<file path="src/rtl/spi_pkg.sv">
`default_nettype none
// ============================================================================
// Module : spi_pkg
// Brief  : Shared SPI link types and constants for the monarch/serf pair.
// Rev    : 1.0  initial release
// ============================================================================
package spi_pkg;

   localparam int SPI_FRAME_BITS = 16;

   typedef enum logic [0:0] {
      IDLE   = 1'b0,
      ACTIVE = 1'b1
   } serf_state_t;

endpackage
`default_nettype wire

</file>
<file path="src/rtl/spi_sync_edge.sv">
`default_nettype none
// ============================================================================
// Module : spi_sync_edge
// Brief  : Multi-flop input synchronizer with registered rise/fall pulses.
// Rev    : 1.0  initial release
// ============================================================================
module spi_sync_edge #(
   parameter int   SYNC_STAGES = 2,
   parameter logic RESET_VAL   = 1'b1
) (
   input  logic clk,
   input  logic rst,
   input  logic i_d,
   output logic o_rise,
   output logic o_fall
);

   logic [SYNC_STAGES-1:0] r_sync;
   logic                   r_prev;
   logic                   w_synced;

   assign w_synced = r_sync[SYNC_STAGES-1];

   always_ff @(posedge clk) begin
      if (rst) begin
         r_sync <= {SYNC_STAGES{RESET_VAL}};
         r_prev <= RESET_VAL;
         o_rise <= 1'b0;
         o_fall <= 1'b0;
      end else begin
         r_sync <= {r_sync[SYNC_STAGES-2:0], i_d};
         r_prev <= w_synced;
         o_rise <= w_synced & ~r_prev;
         o_fall <= ~w_synced & r_prev;
      end
   end

endmodule
`default_nettype wire

</file>
<file path="src/rtl/spi_serf.sv">
`default_nettype none
// ============================================================================
// Module : spi_serf
// Brief  : Mode-3, MSB-first SPI responder, fully oversampled on clk.
// Rev    : 1.0  initial release
// ============================================================================
module spi_serf
   import spi_pkg::*;
#(
   parameter int FRAME_BITS  = SPI_FRAME_BITS,
   parameter int SYNC_STAGES = 2
) (
   input  logic                  clk,
   input  logic                  rst,
   input  logic                  SS_n,
   input  logic                  SCLK,
   input  logic                  MOSI,
   output logic                  MISO,
   input  logic [FRAME_BITS-1:0] tx_data,
   output logic [FRAME_BITS-1:0] rx_data,
   output logic                  rdy,
   input  logic                  clr_rdy,
   output logic                  frm_err
);

   localparam logic [4:0] C_FRAME_CNT = 5'(FRAME_BITS);
   localparam logic [4:0] C_CNT_MAX   = 5'd31;

   logic                   w_rise_ss;
   logic                   w_fall_ss;
   logic                   w_rise_sclk;
   logic                   w_fall_sclk;
   logic [SYNC_STAGES-1:0] r_mosi_sync;
   logic                   w_mosi;

   serf_state_t            r_state;
   logic [4:0]             r_bit_cnt;
   logic [FRAME_BITS-1:0]  r_rx_shft;
   logic [FRAME_BITS-1:0]  r_tx_shft;
   logic [4:0]             w_cnt_next;
   logic [FRAME_BITS-1:0]  w_rx_next;

   spi_sync_edge #(.SYNC_STAGES(SYNC_STAGES), .RESET_VAL(1'b1)) u_ss_sync (
      .clk    (clk),
      .rst    (rst),
      .i_d    (SS_n),
      .o_rise (w_rise_ss),
      .o_fall (w_fall_ss)
   );

   spi_sync_edge #(.SYNC_STAGES(SYNC_STAGES), .RESET_VAL(1'b1)) u_sclk_sync (
      .clk    (clk),
      .rst    (rst),
      .i_d    (SCLK),
      .o_rise (w_rise_sclk),
      .o_fall (w_fall_sclk)
   );

   always_ff @(posedge clk) begin
      if (rst) r_mosi_sync <= '0;
      else     r_mosi_sync <= {r_mosi_sync[SYNC_STAGES-2:0], MOSI};
   end

   assign w_mosi = r_mosi_sync[SYNC_STAGES-1];
   assign MISO   = r_tx_shft[FRAME_BITS-1];

   // Next-state view including a bit arriving this cycle, so a rise_SS that
   // lands together with the last rise_SCLK still sees a complete frame.
   always_comb begin
      w_cnt_next = r_bit_cnt;
      w_rx_next  = r_rx_shft;
      if (w_rise_sclk) begin
         w_rx_next  = {r_rx_shft[FRAME_BITS-2:0], w_mosi};
         w_cnt_next = (r_bit_cnt == C_CNT_MAX) ? r_bit_cnt : r_bit_cnt + 5'd1;
      end
   end

   always_ff @(posedge clk) begin
      if (rst) begin
         r_state   <= IDLE;
         r_bit_cnt <= 5'd0;
         r_rx_shft <= '0;
         r_tx_shft <= '0;
         rx_data   <= '0;
         rdy       <= 1'b0;
         frm_err   <= 1'b0;
      end else begin
         frm_err <= 1'b0;
         if (clr_rdy) rdy <= 1'b0;
         case (r_state)
            IDLE: begin
               if (w_fall_ss) begin
                  r_tx_shft <= tx_data;
                  r_bit_cnt <= 5'd0;
                  rdy       <= 1'b0;
                  r_state   <= ACTIVE;
               end
            end
            ACTIVE: begin
               r_rx_shft <= w_rx_next;
               r_bit_cnt <= w_cnt_next;
               // The leading SCLK fall precedes any sample; MSB is already on MISO.
               if (w_fall_sclk && (r_bit_cnt != 5'd0))
                  r_tx_shft <= {r_tx_shft[FRAME_BITS-2:0], 1'b0};
               if (w_rise_ss) begin
                  if (w_cnt_next == C_FRAME_CNT) begin
                     rx_data <= w_rx_next;
                     rdy     <= 1'b1;
                  end else begin
                     frm_err <= 1'b1;
                  end
                  r_state <= IDLE;
               end
            end
            default: r_state <= IDLE;
         endcase
      end
   end

endmodule
`default_nettype wire

</file>
<file path="config.mk">
export PLATFORM = sky130hd
export DESIGN_NAME = spi_serf
export DESIGN_NICKNAME = d
export VERILOG_FILES = /design/src/rtl/spi_pkg.sv /design/src/rtl/spi_sync_edge.sv /design/src/rtl/spi_serf.sv
export SDC_FILE = /design/constraint.sdc
export NUM_CORES = 1
export LEC_CHECK = 0
export ABC_AREA = 0
export CORE_MARGIN = 5
export CORE_UTILIZATION = 48
export DETAILED_ROUTE_END_ITERATION = 10
export PLACE_DENSITY = 0.75
export SYNTH_ARGS = -nofsm -noshare
export SYNTH_HDL_FRONTEND = slang
export SYNTH_HIERARCHICAL = 1
export SYNTH_SLANG_ARGS = --single-unit
</file>
<file path="constraint.sdc">
create_clock -name clk -period 2.1 [get_ports clk]
set_input_delay 0.42 -clock clk [delete_from_list [all_inputs] [get_ports clk]]
set_output_delay 0.42 -clock clk [all_outputs]
set_load 0.01 [all_outputs]
</file>
==> flow_summary.yaml <==
sta:
  worstMarginPinSlew_ps: 543
  finalHoldViolations: 0
  maxSlewHeadroom_pct: 63.7
  period_minus_slack_ps: 1940
  tns_ps: 0
  clock_skew_ps: 8.44
  period_share_pct: 92.5
  setup_viol: 0
  hold_slack_ps: 408
  finalWorstSetupSlack_ps: 157
  clock.fmax_mhz: 515
  slew_viol_final: 0
  rsz0062_at_grt: "false"
worst_setup_path:
  reg2reg_from: "r_bit_cnt[0]$_SDFFE_PP0P_"
  end_kind: "flop"
  r2r_slack_ps: 160
  crit_path_end: "rx_data[12]$_SDFFE_PP0P_"
  r2r-end: "rx_data[12]$_SDFFE_PP0P_"
  arrival_ps: 2150
  crit_type: "reg -> reg"
  crit_path_start: "r_bit_cnt[0]$_SDFFE_PP0P_"
  rr_worst_depth: 8
  cp.required_ps: 2300
  worstPathMaxFanout: 8
  start_kind: "flop"
global_routing:
  grt_pass1_vias: 2129
  antenna_found_initial: 0
  grt_pass1_wl_um: 9330
  grtUsageTotal_pct: 15.8
  overflow: 0
  grt_max_degree: 69
logic_synthesis:
  ys_seq_area_share_pct: 48.2
  syn_nets: 327
  ys_top_cells_by_area: "dfxtp_1 (48%), mux2i_1 (11%), a211oi_1 (8.2%)"
  yosysTopAreaCell: "dfxtp_1"
  yosysTopAreaCellShare_pct: 48.2
  ys_warn_count: 6
  syn_area_per_cell_sq_um: 9.33
  ys_types: 34
  synth_seq_cells: 68
  syn_area_sq_mm: 0.00283
  synthTopCellsByCount: "dfxtp_1 (68), a21oi_1 (40), nand2_1 (38), a211oi_1 (31), mux2i_1 (31)"
  synth_top_flop_cell: "dfxtp_1"
  async_flop_share_pct: 0
  synth_edf_count: 0
  post-synth-top-count-cell: "dfxtp_1"
  syn_inst: 303
power:
  p_total_mw: 2.60
  power_density_mw_per_mm2: 729
  max-vdd-ir-drop_mv: 0.442
  leakage_nw: 1.11
clock_tree:
  cts.hold.buffers_added: 0
  clock_sinks: 68
  cts_buffers: 9
  clk_pin_slew_ps: 70
  htreeDepth: 3
  worstSkewPairLatency_ps: 330
  cts_root_buf: "clkbuf_8"
  cts_tree: "yes"
  clockBufferDepth: 2
routing:
  first_iter_violations: 124
  wl_um: 5480
  firstDrtPassIters: 4
  ant_nets: 0
  vias: 2244
  drc: 0
  wl_per_cell_um: 12.9
  avgViaCountPerCell: 5.28
floorplanning:
  ios: 41
  initial_utilization_pct: 48.6
  die_width_um: 86.7
  rows: 28
  fp.dieH_um: 86.7
  die_area_sq_mm: 0.00752
  coreArea_sq_mm: 0.00582
placed_design:
  dp.cells: 408
  place_area_sq_mm: 0.00332
  post-place-ws_ps: 181
  place.gp.congestion: 0.867
  dpl.hpwl_um: 3710
  portBuffers: 40
cells_and_area:
  final_nets: 369
  drive_above_1_share_pct: 11.4
  antenna_cells: 0
  post-route-util_pct: 61.3
  design_area_sq_mm: 0.00357
  fin_cells: 425
  synthToLayoutAreaGrowth_pct: 26.2
job:
  drv_cap: 0
worst_hold_path:
  hp-class: "reg -> reg"
outcome:
  outcome: "complete, no violations"
==> cell type report <==
| type | instances | area (sq um) |
|---|---|---|
| Inverter | 5 | 18.8 |
| Clock buffer | 12 | 145 |
| Clock inverter | 4 | 72.6 |
| Tap cell | 75 | 93.8 |
| Timing Repair Buffer | 57 | 549 |
| Fill cell | 537 | 2250 |
| Multi-Input combinational cell | 204 | 1320 |
| Sequential cell | 68 | 1360 |
==> critical path, cell delays in order (launching register included) <==
cell       delay, ps
dfxtp_2          370
buf_4            150
inv_1             50
ha_1             270
and3_1           200
a2111oi_4        280
and2_1           220
buf_4            180
a211oi_1          80
==> per-layer routing <==
layer | track usage, % | vias up | part of all wire, %
met5 | 0 | - | 0
met4 | 7.79 | 0 | 2.1
met3 | 4.85 | 10 | 5.4
met2 | 26.1 | 46 | 47
met1 | 18.5 | 1038 | 46
li1 | - | 1150 | -
==> placed cells by master, fill, tap and decap left out, types with 3 or more instances in the layout <==
master / count
a211oi_1: 30
a21oi_1: 40
and2_1: 3
buf_4: 13
clkbuf_8: 10
clkdlybuf4s50_1: 39
dfxtp_1: 66
inv_1: 5
mux2i_1: 31
nand2_1: 38
nand3_1: 3
nand4_1: 3
nor2_1: 21
nor3b_1: 5
or2_1: 6
xnor2_1: 3
==> cells by family (layout without fill, tap and decap cells) <==
logic type	count (synthesis)	after routing	synth area share [%]
flops	68	68	48.2
fa+ha+maj	2	2	0.885
mux	31	31	11.0
simple gates	88	88	14.8
xor+xnor	3	3	0.930
buf+inv	31	78	5.75
compound gates	80	80	18.5
==> power breakdown <==
group	total [mW]	switching (mW)	internal, mW
clock	1.16	0.457	0.700
sequential	1.32	0.00952	1.31
combinational	0.124	0.0551	0.0690
total	2.60	0.521	2.08
==> timing repair <==
action | 4_1_cts | 5_1_grt
setup endpoints to repair | 0 | 1
resized for setup | 0 | 6
buffers inserted | 0 | 0
==> worst min path at each step <==
stage / end / cells after the start / slack (ps) / startpoint
final: u_ss_sync/r_sync[1]$_SDFF_PP1_ / 1 / 410 / u_ss_sync/r_sync[0]$_SDFF_PP1_
after global routing: u_sclk_sync/r_sync[1]$_SDFF_PP1_ / 1 / 430 / u_sclk_sync/r_sync[0]$_SDFF_PP1_
after CTS: u_ss_sync/r_sync[1]$_SDFF_PP1_ / 1 / 410 / u_ss_sync/r_sync[0]$_SDFF_PP1_
after detailed placement: u_sclk_sync/r_sync[1]$_SDFF_PP1_ / 1 / 390 / u_sclk_sync/r_sync[0]$_SDFF_PP1_
after global placement: u_ss_sync/r_sync[1]$_SDFF_PP1_ / 1 / 380 / u_ss_sync/r_sync[0]$_SDFF_PP1_
after floorplan: u_sclk_sync/r_sync[1]$_SDFF_PP1_ / 1 / 380 / u_sclk_sync/r_sync[0]$_SDFF_PP1_
==> flip-flops by register name (all words and copies together) (netlist names), 2 cells and up <==
signal	flops
r_bit_cnt	5
u_sclk_sync/r_sync	2
rx_data	16
r_mosi_sync	2
r_rx_shft	16
u_ss_sync/r_sync	2
r_tx_shft	16
Note: power is estimated with default switching activity, not from simulation.
